**src/rtl/pattern_detector_cfg_pkg.sv**
```systemverilog
// Shared types and helpers for the runtime-configurable serial pattern detector.
package pattern_detector_cfg_pkg;

  // Detector FSM encodings: filling history, hunting for a match, match reported.
  typedef enum logic [1:0] {
    ST_FILL  = 2'd0,
    ST_HUNT  = 2'd1,
    ST_MATCH = 2'd2
  } state_e;

  // Width needed to hold a pattern length in the range 0..max_len.
  function automatic int unsigned len_width(input int unsigned max_len);
    return $clog2(max_len + 1);
  endfunction

endpackage

```
**src/rtl/pattern_detector_cfg_sat_counter.sv**
```systemverilog
// Saturating up-counter with synchronous clear; a clear coinciding with an increment yields 1.
module sat_counter #(
  parameter int unsigned CNT_W = 16
) (
  input  logic             clk_i,
  input  logic             rst_i,
  input  logic             inc_i,
  input  logic             clr_i,
  output logic [CNT_W-1:0] cnt_o
);

  always_ff @(posedge clk_i or posedge rst_i) begin
    if (rst_i) begin
      cnt_o <= '0;
    end else if (clr_i) begin
      cnt_o <= inc_i ? CNT_W'(1) : '0;
    end else if (inc_i && (cnt_o != {CNT_W{1'b1}})) begin
      cnt_o <= cnt_o + CNT_W'(1);
    end
  end

endmodule

```
**src/rtl/pattern_detector_cfg.sv**
```systemverilog
// Runtime-loadable serial bit-pattern detector with overlap selection and a saturating
// match counter. pattern_o is a Moore output registered from the MATCH state.
module pattern_detector_cfg
  import pattern_detector_cfg_pkg::*;
#(
  parameter int unsigned       MAX_LEN     = 8,
  parameter logic [MAX_LEN-1:0] DEFAULT_PAT = MAX_LEN'('b1011),
  parameter int unsigned       DEFAULT_LEN = 4,
  parameter bit                DEFAULT_OVL = 1'b1,
  parameter int unsigned       CNT_W       = 16,
  localparam int unsigned      LEN_W       = len_width(MAX_LEN)
) (
  input  logic               clk_i,
  input  logic               rst_i,
  input  logic               valid_i,
  input  logic               d_i,
  input  logic               cfg_load_i,
  input  logic [MAX_LEN-1:0] cfg_pat_i,
  input  logic [LEN_W-1:0]   cfg_len_i,
  input  logic               cfg_ovl_i,
  input  logic               cnt_clr_i,
  output logic               pattern_o,
  output logic [CNT_W-1:0]   match_cnt_o
);

  state_e             state_q, state_d;
  logic [MAX_LEN-1:0] hist_q, hist_d;
  logic [LEN_W-1:0]   fill_q, fill_d;
  logic [MAX_LEN-1:0] pat_q, pat_d;
  logic [LEN_W-1:0]   len_q, len_d;
  logic               ovl_q, ovl_d;
  logic               pattern_d;

  logic [MAX_LEN-1:0] hist_shift_c;
  logic [LEN_W-1:0]   fill_inc_c;
  logic [MAX_LEN-1:0] len_mask_c;
  logic               hit_c;
  logic               match_c;

  // Low-len-bits mask, i.e. (1 << len) - 1 without a variable shift.
  function automatic logic [MAX_LEN-1:0] len_mask(input logic [LEN_W-1:0] len);
    logic [MAX_LEN-1:0] m;
    m = '0;
    for (int unsigned i = 0; i < MAX_LEN; i++) begin
      m[i] = (LEN_W'(i) < len);
    end
    return m;
  endfunction

  // Out-of-range lengths are clamped into 1..MAX_LEN.
  function automatic logic [LEN_W-1:0] clamp_len(input logic [LEN_W-1:0] len);
    if (len == '0) begin
      return LEN_W'(1);
    end else if (len > LEN_W'(MAX_LEN)) begin
      return LEN_W'(MAX_LEN);
    end
    return len;
  endfunction

  always_ff @(posedge clk_i or posedge rst_i) begin
    if (rst_i) begin
      state_q   <= ST_FILL;
      hist_q    <= '0;
      fill_q    <= '0;
      pat_q     <= DEFAULT_PAT;
      len_q     <= LEN_W'(DEFAULT_LEN);
      ovl_q     <= DEFAULT_OVL;
      pattern_o <= 1'b0;
    end else begin
      state_q   <= state_d;
      hist_q    <= hist_d;
      fill_q    <= fill_d;
      pat_q     <= pat_d;
      len_q     <= len_d;
      ovl_q     <= ovl_d;
      pattern_o <= pattern_d;
    end
  end

  // Candidate history/fill if the current bit is accepted, and whether that completes a match.
  always_comb begin
    hist_shift_c = {hist_q[MAX_LEN-2:0], d_i};
    fill_inc_c   = (fill_q == LEN_W'(MAX_LEN)) ? fill_q : fill_q + LEN_W'(1);
    len_mask_c   = len_mask(len_q);
    hit_c        = (fill_inc_c >= len_q) &&
                   ((hist_shift_c & len_mask_c) == (pat_q & len_mask_c));
  end

  // Next-state: a load wins over data; idle cycles hold everything.
  always_comb begin
    state_d   = state_q;
    hist_d    = hist_q;
    fill_d    = fill_q;
    pat_d     = pat_q;
    len_d     = len_q;
    ovl_d     = ovl_q;
    match_c   = 1'b0;
    pattern_d = 1'b0;

    if (cfg_load_i) begin
      pat_d   = cfg_pat_i;
      len_d   = clamp_len(cfg_len_i);
      ovl_d   = cfg_ovl_i;
      hist_d  = '0;
      fill_d  = '0;
      state_d = ST_FILL;
    end else if (valid_i) begin
      hist_d = hist_shift_c;
      if (hit_c) begin
        match_c = 1'b1;
        state_d = ST_MATCH;
        // Non-overlapping mode demands len fresh bits before the next match.
        fill_d  = ovl_q ? fill_inc_c : '0;
      end else begin
        fill_d  = fill_inc_c;
        state_d = (fill_inc_c < len_q) ? ST_FILL : ST_HUNT;
      end
    end

    pattern_d = (state_d == ST_MATCH);
  end

  sat_counter #(
    .CNT_W (CNT_W)
  ) u_match_cnt (
    .clk_i (clk_i),
    .rst_i (rst_i),
    .inc_i (match_c),
    .clr_i (cnt_clr_i),
    .cnt_o (match_cnt_o)
  );

endmodule

```
**config.mk**
```make
export PLATFORM = sky130hd
export DESIGN_NAME = pattern_detector_cfg
export DESIGN_NICKNAME = d
export VERILOG_FILES = /design/src/rtl/pattern_detector_cfg_pkg.sv /design/src/rtl/pattern_detector_cfg_sat_counter.sv /design/src/rtl/pattern_detector_cfg.sv
export SDC_FILE = /design/constraint.sdc
export NUM_CORES = 1
export LEC_CHECK = 0
export CAP_MARGIN = 20
export CORE_MARGIN = 2
export CORE_UTILIZATION = 54
export CTS_CLUSTER_SIZE = 20
export DETAILED_ROUTE_END_ITERATION = 16
export PLACE_DENSITY = 0.8
export SLEW_MARGIN = 0
export SYNTH_ARGS = -nofsm -noshare
export SYNTH_HDL_FRONTEND = slang
export SYNTH_SLANG_ARGS = --single-unit
```
**constraint.sdc**
```tcl
create_clock -name clk_i -period 3.1 [get_ports clk_i]
set_input_delay 0.62 -clock clk_i [delete_from_list [all_inputs] [get_ports clk_i]]
set_output_delay 0.62 -clock clk_i [all_outputs]
set_load 0.02 [all_outputs]
```
==> impl_metrics.yaml, run 1 <==
critical_path:
  reg2reg_from: "fill_q[0]"
  cp-start-kind: "flip-flop"
  worst-path-stages: 11
  critPathMaxStageDelay_ps: 510
  critPathMostFrequentCell: "ha_1"
  worstPathArrival_ps: 2940
  crit_end: "u_match_cnt.cnt_o[8]"
  path_class: "flip-flop to flip-flop"
  rr_worst_depth: 11
  cpMaxStageDelayCell: "or4_1"
  cp_cell_sequence: "inv_1 -> ha_1 -> nand2_1 -> nand3_1 -> o21ai_0 -> ha_1 -> o211ai_1 -> a32oi_2 -> nand3_4 -> or4_1 -> a21oi_1"
  worst_ep_required_time_ps: 3320
  end_kind: "flip-flop"
  cp_max_fo: 18
  cpLargestDelayFamily: "simple AND/OR/NAND/NOR gates"
  r2r_end: "u_match_cnt.cnt_o[8]"
  crit_buf_inv: 1
  r2r_setup_slack_ps: 390
  setup.worst_path.start: "fill_q[0]"
power:
  p_switching_uw: 311
  ir_drop_v: 0.000454
  power.density_nw_per_um2: 409
  power_frac_seq_pct: 53.7
  clockPowerShare_pct: 30.3
  p_int_uw: 843
  switching_share_pct: 26.9
  p_leak_uw: 0.00118
  p_comb_share_pct: 16.0
global_route:
  grt_pass1_vias: 1673
  antenna_found_initial: 0
  grt.total_usage_pct: 21.0
  grt_pass1_wl_um: 8090
  grt_overflow_total: 0
  grt_max_degree: 44
finish:
  areaGrowthSynthToFinish_pct: 21.2
  drive_above_1_share_pct: 13.5
  num-nets-final: 292
  final_common_cell: "dfrtp_1"
  antennaDiodeCount: 0
  final_cells: 317
  final_cell_mix: "38 x dfrtp_1, 35 x clkdlybuf4s50_1, 21 x nor2_1, 16 x a21oi_1, 12 x nand2_1"
  fin_area_um2: 2820
outcome:
  status: "finished clean"
routing:
  drc: 0
  routed_wl_um: 4770
  first_pass_iters: 4
  wl_per_cell_um: 15.1
  antenna_left: 0
  via_per_inst: 5.86
  vias: 1858
  drtIter0Drc: 105
logic_synthesis:
  synth-seq-area-share_pct: 46.5
  syn_area_per_cell_um2: 10.2
  synth_flop_cell: "dfrtp_1"
  ys_async_sr_fraction_pct: 100
  synth-seq-cells: 43
  ys_types: 49
  netlist_area_um2: 2330
  syn_nets: 254
  yosysWarnings: 0
  synth-edff-count: 0
  synth_cells: 228
place:
  dp_hpwl_um: 3400
  port_buffers: 35
  dpl-instance-area_um2: 2740
  dp.cells: 309
  place.gp.congestion: 0.764
cts:
  cts_resized: 0
  path_clk_slew_ps: 80
  cts_tree: "done"
  clk_path_buf_depth: 2
  clock-sinks: 43
  cts_setup_buffers: 0
  htree_levels: 2
  cts_buffers: 5
  hold_buffers: 0
  insertion_delay_ps: 290
  root_buffer: "clkbuf_8"
die:
  pin_count: 36
  fp-row-count: 23
  start_util_pct: 57.0
  die_h_um: 69.7
  coreArea_um2: 4090
  die_width_um: 69.7
  dieArea_um2: 4850
sta:
  max_freq_mhz: 369
  setup_viol: 0
  rsz0062_at_grt: "false"
  tightest_slew_ps: 552
  slew_viol_final: 0
  slew_headroom_pct: 63.2
  period_share_pct: 87.5
  tns_ps: 0
  hold_viol: 0
  min_period_ps: 2710
  fin_skew_ps: 9.03
flow_run:
  maxCapViolations: 0
hold_path:
  min_path_type: "flip-flop to flip-flop"
==> flip-flops by register name, summed over array words and instances, names as in the netlist <==
| signal | flops |
|---|---|
| ovl_q | 1 |
| u_match_cnt.cnt_o | 16 |
| len_q | 4 |
| fill_q | 4 |
| hist_q | 7 |
| pat_q | 8 |
| state_q | 2 |
| pattern_o | 1 |
==> worst reg2reg max path, stage by stage, from the launching register on <==
cell and delay [ps]:
dfrtp_1 410, inv_1 100, ha_1 160, nand2_1 70, nand3_1 80, o21ai_0 150
ha_1 340, o211ai_1 130, a32oi_2 320, nand3_4 230, or4_1 510, a21oi_1 150
==> worst min-delay path by stage <==
stage	from	cells after the start	to	slack, ps
2_1_floorplan	state_q[0]	2	state_q[0]	480
3_3_place_gp	state_q[0]	2	state_q[0]	500
3_5_place_dp	state_q[0]	2	state_q[0]	520
4_1_cts	state_q[0]	2	pattern_o	540
5_1_grt	pat_q[2]	1	pat_q[2]	570
6_report	state_q[0]	2	pattern_o	540
==> cell families (layout without fill, tap and decap cells) <==
group / Yosys count / in the layout / share of synthesized area (%)
simple gates: 82 / 82 / 19.7
compound gates: 46 / 46 / 13.1
flops: 43 / 43 / 46.5
mux: 21 / 21 / 9.68
buf+inv: 19 / 58 / 3.44
xor+xnor: 10 / 10 / 3.76
fa+ha+maj: 7 / 7 / 3.76
==> metal layers <==
metal  global-route usage [%]  wire length (µm)
met1                     29.3              2220
met2                     32.4              2260
met3                     4.94               227
met4                     6.62                67
met5                        0                 0
==> power by group through the flow <==
stage	Clock, µW	Combinational [µW]	Sequential, µW
floorplan	0	125	625
global placement	0	180	628
detailed placement	0	186	630
CTS	356	187	619
global route	382	207	623
finish	349	185	619
==> layout make-up <==
cell class              count  area [µm²]
well taps                  50        62.6
fillers                   335        1270
flip-flops and latches     43        1080
multi-input cells         166        1160
clock inverters             2        12.5
inverters                  10        37.5
repair buffers             40         388
clock buffers               6        72.6
==> synth_stat cells (all sizes together), types with 6 or more instances <==
library cell | n | area (µm²)
a21oi | 16 | 80.1
dfrtp | 38 | 951
ha | 7 | 87.6
inv | 10 | 37.5
mux2 | 12 | 135
mux2i | 9 | 90.1
nand2 | 12 | 45.0
nand3 | 9 | 57.6
nand4 | 7 | 50.1
nor2 | 21 | 78.8
o21ai | 10 | 50.1
or3 | 6 | 37.5
or4 | 6 | 45.0
xnor2 | 7 | 61.3
==> metrics by stage <==
stage               hold slack [ps]  utilization [%]  setup slack [ps]  total power, µW
CTS                             536             69.0               399             1160
global placement                499             66.9               513              807
finish                          540             69.0               386             1150
global route                    570             69.0               190             1210
floorplan                       477                -               677              749
detailed placement              525             66.9               418              815
(Power assumes the default switching activity.)
==> inputs of run 2 (changes only) <==
CORE_MARGIN = unset   (was 2)
CORE_UTILIZATION = 48   (was 54)
PLACE_DENSITY = 0.75   (was 0.8)
SLEW_MARGIN = 20   (was 0)
clock period = 2.2 ns   (was 3.1 ns; I/O delays follow)
==> run 2 against run 1 <==
Compared with the run above:
- utilization increased by 3.6 points
- combinational power increased by 90%
- critical endpoint is now u_match_cnt.cnt_o[5]
- critical path type unchanged
- non-clock buffer count increased by 39
- the flow now finishes with violations (setup timing)
- register-to-register slack got worse by 840 ps
==> impl_metrics.yaml, run 2 (synthesis results as in run 1) <==
cts:
  clock-sinks: 43
  htree_levels: 2
  root_buffer: "clkbuf_8"
  path_clk_slew_ps: 80
  insertion_delay_ps: 300
  cts_buffers: 5
  hold_buffers: 0
  cts_tree: "done"
  clk_path_buf_depth: 2
die:
  dieArea_um2: 5130
  die_h_um: 71.6
  start_util_pct: 51.7
  pin_count: 36
  fp-row-count: 24
  die_width_um: 71.6
  coreArea_um2: 4500
global_route:
  grt_pass1_vias: 1990
  grt_pass1_wl_um: 9410
  grt_max_degree: 44
  antenna_found_initial: 0
  grt_overflow_total: 0
  grt.total_usage_pct: 23.7
routing:
  drc: 0
  antenna_left: 0
  via_per_inst: 5.76
  wl_per_cell_um: 16.1
  routed_wl_um: 5790
  drtIter0Drc: 96
  first_pass_iters: 4
  vias: 2069
sta:
  period_share_pct: 120
  tightest_slew_ps: 534
  slew_viol_final: 0
  rsz0062_at_grt: "true"
  slew_headroom_pct: 64.4
  max_freq_mhz: 378
  hold_viol: 0
  min_period_ps: 2650
  setup_viol: 23
  fin_skew_ps: 8.48
  fin_ws_ps: -449
critical_path:
  cp_max_fo: 5
  worst_ep_required_time_ps: 2410
  worstPathArrival_ps: 2860
  end_kind: "flip-flop"
  path_class: "flip-flop to flip-flop"
  cp-start-kind: "flip-flop"
outcome:
  status: "finished, violations left"
  violations: "setup timing"
power:
  p_int_uw: 1240
  clockPowerShare_pct: 28.6
  ir_drop_v: 0.000359
  p_comb_share_pct: 20.7
  p_leak_uw: 0.00140
  power.density_nw_per_um2: 520
  p_switching_uw: 464
  switching_share_pct: 27.3
  power_frac_seq_pct: 50.7
finish:
  regMostFlops: "u_match_cnt.cnt_o"
  fillers: 328
  fin_area_um2: 3270
  antennaDiodeCount: 0
  final_common_cell: "buf_4"
  num-nets-final: 332
  areaGrowthSynthToFinish_pct: 40.5
  largest_register_ffs: 16
  reg_top3: "u_match_cnt.cnt_o (16), pat_q (8), hist_q (7)"
  final_cells: 359
  final_cell_mix: "40 x buf_4, 38 x dfrtp_1, 35 x clkdlybuf4s50_1, 20 x nor2_1"
  drive_above_1_share_pct: 34.5
place:
  port_buffers: 35
  dpl-instance-area_um2: 3000
  dp_hpwl_um: 3770
  dp.cells: 342
  place.gp.congestion: 0.854
hold_path:
  min_path_type: "flip-flop to flip-flop"
flow_run:
  maxCapViolations: 0
run 2: cell count changes in the layout (fill, tap and decap cells not counted), sizes merged:
cell	change
buf	+39
clkinvlp	-1
clkinv	+2
nand3	+1
clkbuf	-1
run 2: final cells by class:
class                      count  area [µm²]  area share [%]
sequential                    43        1080            33.1
inverter                      10        37.5            1.15
clock inverter                 3        15.0           0.459
clock buffer                   5        68.8            2.10
multi-input combinational    167        1310            39.9
timing repair buffer          79         696            21.3
tap                           52        65.1            1.99
run 2: worst max-delay path: stages (launching register included):
cell and delay [ps]:
dfrtp_1 420, inv_2 90, ha_4 140, nand2_4 50, nor2_4 120, xnor2_2 80
ha_2 190, nor2b_2 100, o211ai_1 140, a32oi_2 290, buf_4 180, nand3_4 110
buf_6 150, or3_4 320, a21oi_1 180
run 2: stage by stage:
step	setup TNS (ps)	setup WS (ps)	util (%)	total power, µW	hold WS, ps
final	-6490	-449	72.6	1700	537
after global routing	-9810	-576	72.6	1770	552
after CTS	-4670	-314	70.7	1690	541
after detailed placement	-5840	-353	66.7	1190	523
after global placement	-3830	-255	66.7	1180	503
after floorplan	-1410	-204	-	1060	477
run 2: final timing paths:
path	slack [ps]	end	cells past startpoint	startpoint
worst max-delay path	-450	u_match_cnt.cnt_o[5]	14	fill_q[1]
max in group asynchronous	1250	len_q[2]	3	rst_i
min in group asynchronous	580	u_match_cnt.cnt_o[15]	3	rst_i
worst min-delay path	540	pat_q[4]	1	pat_q[4]
worst min register to register	540	pat_q[4]	1	pat_q[4]
worst max register to register	-450	u_match_cnt.cnt_o[5]	14	fill_q[1]
run 2: power groups by stage:
stage / registers [µW] / logic (µW) / clock network [µW]
5_1_grt: 867 / 384 / 522
3_5_place_dp: 876 / 314 / 0
6_report: 862 / 351 / 486
3_3_place_gp: 875 / 305 / 0
4_1_cts: 861 / 340 / 492
2_1_floorplan: 881 / 183 / 0
run 2: what timing repair did:
item	CTS	global route
gates resized for setup	8	20
buffers inserted	7	1
pin swaps	13	5
endpoints found under the setup margin	23	23
cloned	1	0
run 2: per-layer routing:
layer	global-route usage (%)	share of wire, %
met2	39.2	50
met1	31.8	44
met3	3.52	3.4
met5	0	0
met4	8.50	2.4
==> inputs of run 3 (changes only) <==
SYNTH_HIERARCHICAL = 1   (was unset)
==> run 3 against run 2 <==
Compared with the run above:
- the run still ends with setup timing left
- critical path depth unchanged
- wire length increased by 3.0%
- first-iteration DRC count grew 10%
- worst hold slack worse by 43 ps
- register-to-register slack lost 210 ps
- global-route usage up 0.55 points
- count of clock-buffer cells in the layout grew 2
- non-clock buffer count up 3
- critical endpoint is now u_match_cnt/cnt_o[11]
==> impl_metrics.yaml, run 3 <==
outcome:
  status: "finished, violations left"
  violations: "setup timing"
place:
  dp_hpwl_um: 3930
  place.gp.congestion: 0.825
  dp.cells: 338
  port_buffers: 35
  place_ws_ps: -690
finish:
  num-nets-final: 334
  antennaDiodeCount: 0
  largest_register_ffs: 16
  final_common_cell: "buf_4"
  final_cells: 361
  final_cell_mix: "38 x buf_4, 37 x dfrtp_1, 35 x clkdlybuf4s50_1, 17 x nor2_1, 13 x nand2_1"
  regMostFlops: "u_match_cnt/cnt_o"
  areaGrowthSynthToFinish_pct: 47.1
  drive_above_1_share_pct: 35.0
  reg_top3: "u_match_cnt/cnt_o (16), pat_q (8), hist_q (7)"
critical_path:
  cpLargestDelayFamily: "simple AND/OR/NAND/NOR gates"
  cp_cell_sequence: "inv_2 -> ha_4 -> nand2_4 -> nor2_4 -> xnor2_2 -> ha_4 -> a41oi_2 -> nand2_1 -> nand3_2 -> nor2_4 -> nand3_4 -> or3_4 -> or4_4 -> a21oi_2"
  cpMaxStageDelayCell: "dfrtp_1"
  path_class: "flip-flop to flip-flop"
  cp-start-kind: "flip-flop"
  end_kind: "flip-flop"
  crit_buf_inv: 1
  cp_max_fo: 5
  critPathMaxStageDelay_ps: 440
  worst_ep_required_time_ps: 2410
  worstPathArrival_ps: 3060
global_route:
  antenna_found_initial: 0
  grt_pass1_vias: 2088
  grt_pass1_wl_um: 9670
  grt_max_degree: 30
  grt.total_usage_pct: 24.2
  grt_overflow_total: 0
sta:
  hold_viol: 0
  min_period_ps: 2860
  period_share_pct: 130
  timing.hold.ws_ps: 494
  setup_viol: 19
  slew_headroom_pct: 54.8
  fin_ws_ps: -655
  rsz0062_at_grt: "true"
  fin_skew_ps: 4.84
  slew_viol_final: 0
  max_freq_mhz: 350
  tightest_slew_ps: 672
cts:
  hold_buffers: 0
  htree_levels: 2
  insertion_delay_ps: 290
  root_buffer: "clkbuf_8"
  path_clk_slew_ps: 80
  cts_tree: "done"
  clock-sinks: 43
  clk_path_buf_depth: 2
  cts_buffers: 5
logic_synthesis:
  synthTopCellsByArea: "dfrtp_1 41%, dfstp_2 5.7%, mux2_2 5.3%, mux2i_1 3.9%, ha_1 3.8%"
  ys_async_sr_fraction_pct: 100
  synth-seq-cells: 43
  ys_types: 44
  synth-edff-count: 0
  syn_area_per_cell_um2: 10.3
  syn_nets: 251
  yosysTopAreaCell: "dfrtp_1"
  synth_cells: 225
  synth_commonest_cells: "38 x dfrtp_1, 19 x nor2_1, 15 x nand2_1"
  synth_flop_cell: "dfrtp_1"
  yosysWarnings: 6
  synth-seq-area-share_pct: 46.7
  synth_top_area_share_pct: 41.0
  netlist_area_um2: 2320
  synth.most_common_cell: "dfrtp_1"
routing:
  first_pass_iters: 4
  drc: 0
  vias: 2088
  wl_per_cell_um: 16.5
  via_per_inst: 5.78
  antenna_left: 0
  drtIter0Drc: 106
  routed_wl_um: 5970
die:
  fp-row-count: 24
  start_util_pct: 51.5
  coreArea_um2: 4500
  dieArea_um2: 5120
  pin_count: 36
  die_width_um: 71.5
  die_h_um: 71.5
power:
  power.density_nw_per_um2: 510
  ir_drop_v: 0.000436
  p_leak_uw: 0.00138
  total_power_uw: 1740
flow_run:
  maxCapViolations: 0
hold_path:
  min_path_type: "flip-flop to flip-flop"
[run 3: metal layers]
layer | vias up | global-route usage (%) | wire [µm]
li1 | 999 | - | -
met1 | 1029 | 31.9 | 2590
met2 | 51 | 41.8 | 3090
met3 | 9 | 4.36 | 196
met4 | 0 | 5.88 | 84
met5 | - | 0 | 0
[run 3: kinds of logic after synthesis]
family	synth area share, %
fa+ha+maj	3.78
flops	46.7
simple gates	19.2
compound gates	14.2
buf+inv	2.43
xor+xnor	4.53
mux	9.22
[run 3: what timing repair did]
item,4_1_cts,5_1_grt
buffers inserted,7,10
gates resized for setup,16,28
endpoints found under the setup margin,19,23
pin swaps,21,9
[run 3: path summary, 6_finish.rpt]
path                                  from               endpoint  slack [ps]  depth (start not counted)
worst min register to register  state_q[0]              pattern_o         490                          1
worst max register to register   fill_q[1]  u_match_cnt/cnt_o[11]        -660                         14
max in group asynchronous            rst_i  u_match_cnt/cnt_o[13]        1240                          2
min in group asynchronous            rst_i              fill_q[0]         560                          3
worst max-delay path             fill_q[1]  u_match_cnt/cnt_o[11]        -660                         14
worst min-delay path            state_q[0]              pattern_o         490                          1
[run 3: where the power goes]
part           switching (µW)  internal (µW)
combinational             156            205
clock                     263            254
sequential               33.0            830
[run 3: area by class of cell]
class	count	area, µm²
multi-input combinational	167	1390
fill	292	1090
sequential	43	1080
timing repair buffer	82	746
clock buffer	7	86.3
tap	52	65.1
inverter	9	33.8
clock inverter	1	5.00
[run 3: through the flow]
stage | TNS [ps] | util [%] | instance area (µm²)
global route | -11780 | 75.8 | 3410
finish | -8730 | 75.8 | 3410
global placement | -6400 | 66.8 | 3010
CTS | -7770 | 71.5 | 3220
floorplan | -3720 | - | 2360
detailed placement | -7730 | 66.8 | 3010
==> edit 1: new RTL, config.mk and constraints of run 1 <==
The parameter `DEFAULT_OVL` goes from 1'b1 to 1'b0.
--- a/src/rtl/pattern_detector_cfg.sv
+++ b/src/rtl/pattern_detector_cfg.sv
@@ -8,3 +8,3 @@
   parameter int unsigned       DEFAULT_LEN = 4,
-  parameter bit                DEFAULT_OVL = 1'b1,
+  parameter bit                DEFAULT_OVL = 1'b0,
   parameter int unsigned       CNT_W       = 16,
Behaviour: not the same (a bounded check fails within 10 cycles, from zero or initial values and one cycle with rst_i high).
==> edit 1 against run 1 <==
- highest routed layer unchanged
- critical path type unchanged
- final area is 1.1% higher
- sequential cell count stayed put
- via count is 0.43% lower
- cell count stayed put
- total power is 8.5% higher
- area after synthesis hardly changed
- setup slack worse by 10 ps
- routed wire length is 0.65% lower
==> edit 1: results (changes against run 1) <==
| Metric | Value |
|---|---|
| Gr usage total | `21.43% (was 20.96%)` |
| Detailed placer's ending HPWL | `3.322 mm (was 3.398 mm)` |
| Leakage power | `1.198 nW (was 1.177 nW)` |
| Compound-Gate Fraction of Synth Area | `13.13% (was 13.12%)` |
| Vias in the first global route | `1832 (was 1673)` |
| Slew @ Worst Pin | `539.4 ps (was 552.2 ps)` |
| Avg Synthesized Cell Area | `10.20 um^2 (was 10.21 um^2)` |
| Crit path DAT | `2950 ps (was 2940 ps)` |
| Status | `complete, no violations (unchanged)` |
| Largest family of logic cells by synthesized area | `simple AND/OR/NAND/NOR gates (unchanged)` |
| Worst R2R End | `u_match_cnt.cnt_o[8]$_DFFE_PP0P_ (unchanged)` |
| Max VDD drop | `0.3378 mV (was 0.4537 mV)` |
| Multiplexer share of the synthesized area | `9.683% (was 9.677%)` |
| Sequential share of the synthesized area | `46.48% (was 46.51%)` |
| Final Skew | `9.344 ps (was 9.029 ps)` |
| Max incr delay on CP | `530 ps (was 510 ps)` |
| Hold Path Sink | `ovl_q$_DFFE_PP0P_ (was pattern_o$_DFF_PP0_)` |
| R2R depth | `12 (was 11)` |
| Wire length per cell | `14.96 um (was 15.06 um)` |
| Hold path start | `ovl_q$_DFFE_PP0P_ (was state_q[0]$_DFF_PP0_)` |
| Starting DRC count in detailed routing | `127 (was 105)` |
| WHS Path Cells | `1 (was 2)` |
| Vias per cell | `5.836 (was 5.861)` |
| Filler cells | `340 (was 335)` |
| First-pass GRT wire length | `8.487 mm (was 8.093 mm)` |
| Post-synthesis adder-cell area fraction | `3.765% (was 3.763%)` |
edit 1: cell types whose count changed after synthesis, sizes merged:
| cell | run 1 | this run |
|---|---|---|
| dfrtp | 38 | 39 |
| dfstp | 5 | 4 |
edit 1: layout make-up:
type                       instances  share of cell area (%)
clock inverter                     2                   1.229
timing repair buffer              40                   13.60
inverter                          10                   1.316
tap                               50                   2.194
sequential                        43                   37.91
clock buffer                       6                   2.896
multi-input combinational        166                   40.85
edit 1: power breakdown:
part | switching, mW | total [mW] | internal (mW)
clock | 0.187 | 0.448 | 0.261
sequential | 0.0281 | 0.618 | 0.590
combinational | 0.0911 | 0.186 | 0.0949
edit 1: worst max path at each step:
stage | from | end | slack (ps) | depth (start not counted)
final | fill_q[0]$_DFFE_PP0P_ | u_match_cnt.cnt_o[8]$_DFFE_PP0P_ | 380 | 12
after global routing | fill_q[0]$_DFFE_PP0P_ | u_match_cnt.cnt_o[8]$_DFFE_PP0P_ | 110 | 12
after CTS | fill_q[0]$_DFFE_PP0P_ | u_match_cnt.cnt_o[8]$_DFFE_PP0P_ | 340 | 12
after detailed placement | fill_q[0]$_DFFE_PP0P_ | u_match_cnt.cnt_o[8]$_DFFE_PP0P_ | 410 | 12
after global placement | d_i | u_match_cnt.cnt_o[8]$_DFFE_PP0P_ | 520 | 7
after floorplan | fill_q[0]$_DFFE_PP0P_ | u_match_cnt.cnt_o[2]$_DFFE_PP0P_ | 680 | 10
edit 1: metrics by stage:
step / util [%] / instance area, um^2
finish: 69.78 / 2851
global route: 69.78 / 2851
CTS: 69.78 / 2851
detailed placement: 66.90 / 2734
global placement: 66.90 / 2734
floorplan: - / 2326
edit 1: cells by family (layout without fill, tap and decap cells):
logic type      Yosys count  after routing
flops                    43             43
buf+inv                  19             58
compound gates           46             46
mux                      21             21
xor+xnor                 10             10
simple gates             82             82
fa+ha+maj                 7              7
edit 1: per-layer routing:
layer	up-vias	GRT usage [%]	wire length [um]
li1	903	-	-
met3	10	3.488	149
met2	36	36.22	2290
met4	0	6.197	74
met1	901	28.56	2228
met5	-	0	0
==> edit 2: new RTL, flow settings as in run 1 <==
Without the edit above. The 3 states of `state_e` get a one-hot encoding in 3 bits.
--- a/src/rtl/pattern_detector_cfg_pkg.sv
+++ b/src/rtl/pattern_detector_cfg_pkg.sv
@@ -4,6 +4,6 @@
   // Detector FSM encodings: filling history, hunting for a match, match reported.
-  typedef enum logic [1:0] {
-    ST_FILL  = 2'd0,
-    ST_HUNT  = 2'd1,
-    ST_MATCH = 2'd2
+  typedef enum logic [2:0] {
+    ST_FILL  = 3'b001,
+    ST_HUNT  = 3'b010,
+    ST_MATCH = 3'b100
   } state_e;
Formal check against the unedited RTL: no difference found for any inputs over 10 cycles, from zero or initial values and one cycle with rst_i high; not proved beyond that.
==> edit 2 against run 1 <==
- largest cell class unchanged
- utilization rose by 1.9 points
- global-route usage up 1.1 points
- sequential cell count rose by 1
- critical path depth rose by 2
- routed wire length decreased by 1.8%
- setup slack got worse by 110 ps
- area after synthesis shrank 0.38%
- final area grew 2.1%
- total power increased by 10%
==> edit 2: results (changes against run 1) <==
| Metric | Value |
|---|---|
| Status | `complete, no violations (unchanged)` |
| Top cell types by occurrence after synthesis | `dfrtp_1 (38), a21oi_1 (20), nor2_1 (16) (was dfrtp_1 (38), nor2_1 (21), a21oi_1 (16))` |
| Post-synthesis xor/xnor area fraction | `3.778% (was 3.763%)` |
| Slew @ Worst Pin | `656.3 ps (was 552.2 ps)` |
| Pre-CTS WS | `290.0 ps (was 418.5 ps)` |
| Max VDD drop | `0.3278 mV (was 0.4537 mV)` |
| Post-synthesis adder-cell area fraction | `3.778% (was 3.763%)` |
| Wire length per cell | `14.56 um (was 15.06 um)` |
| WHS Path Cells | `1 (was 2)` |
| TritonCTS Buffers | `5 (unchanged)` |
| Fin nets | `297 (was 292)` |
| Placed instance count | `311 (was 309)` |
| Final Skew | `8.631 ps (was 9.029 ps)` |
| Multiplexer share of the synthesized area | `8.797% (was 9.677%)` |
| Syn_nets | `257 (was 254)` |
| R2R depth | `13 (was 11)` |
| Detailed placer's ending HPWL | `3.356 mm (was 3.398 mm)` |
| Layout cell share with drive strength beyond 1 | `13.60% (was 13.48%)` |
| Sequential share of the synthesized area | `47.81% (was 46.51%)` |
| Synth top area cells | `dfrtp_1 (41%), dfstp_2 (6.8%), mux2_2 (4.9%) (was dfrtp_1 (41%), dfstp_2 (5.6%), mux2_2 (4.8%))` |
| Count of cell types in the netlist | `42 (was 49)` |
| Gr usage total | `22.10% (was 20.96%)` |
| First-pass GRT wire length | `8.625 mm (was 8.093 mm)` |
| Via Count | `1860 (was 1858)` |
| Clock Tree Root | `clkbuf_8 (unchanged)` |
| Vias in the first global route | `1894 (was 1673)` |
| Leakage power | `1.190 nW (was 1.177 nW)` |
| Starting DRC count in detailed routing | `100 (was 105)` |
| Max FO, Critical Path | `17 (was 18)` |
| Avg Synthesized Cell Area | `10.04 um^2 (was 10.21 um^2)` |
-- edit 2: cell types whose count changed after synthesis, sizes merged, moves of 4 or more --
cell / delta
o21ai: +4
nand4: -4
a21oi: +4
or3: +4
nor2: -5
-- edit 2: area by class of cell --
cell class / count / share of cell area, %
Inverter: 13 / 1.695
Timing Repair Buffer: 43 / 14.39
Multi-Input combinational cell: 164 / 38.85
Clock inverter: 1 / 1.043
Clock buffer: 7 / 3.346
Tap cell: 50 / 2.173
Sequential cell: 44 / 38.50
-- edit 2: final timing paths --
path | to | slack (ps)
worst max-delay path | u_match_cnt.cnt_o[15]$_DFFE_PP0P_ | 280
worst min-delay path | pat_q[5]$_DFFE_PP0P_ | 530
worst max register to register | u_match_cnt.cnt_o[15]$_DFFE_PP0P_ | 280
worst min register to register | pat_q[5]$_DFFE_PP0P_ | 530
max in group asynchronous | u_match_cnt.cnt_o[13]$_DFFE_PP0P_ | 1970
min in group asynchronous | hist_q[6]$_DFFE_PP0P_ | 750
-- edit 2: kinds of logic (layout without fill, tap and decap cells) --
group                      Yosys count  after routing
buffers and inverters               23             64
xor gates and xnor gates            10             10
AOI/OAI and AO/OA                   56             56
adders and majority gates            7              7
DFF                                 44             44
muxes                               19             19
and+or+nand+nor                     72             72
-- edit 2: worst max-delay path: cells and delay by family (launching register included) --
family                   cells  cell delay (ps)
flip-flops                   1              420
AND/OR/NAND/NOR              5              990
adder cells (fa/ha/maj)      2              520
buffers and inverters        2              300
AO/OA/AOI/OAI                4              500
-- edit 2: power by group --
part           internal [mW]  switching [mW]
combinational         0.0843          0.0828
clock                  0.284           0.194
sequential             0.603          0.0224
-- edit 2: routing by layer --
layer  GRT usage, %  part of all wire, %
met1          28.69                   44
met2          36.54                   51
met3          4.942                  3.3
met4          7.625                  1.2
met5              0                    0
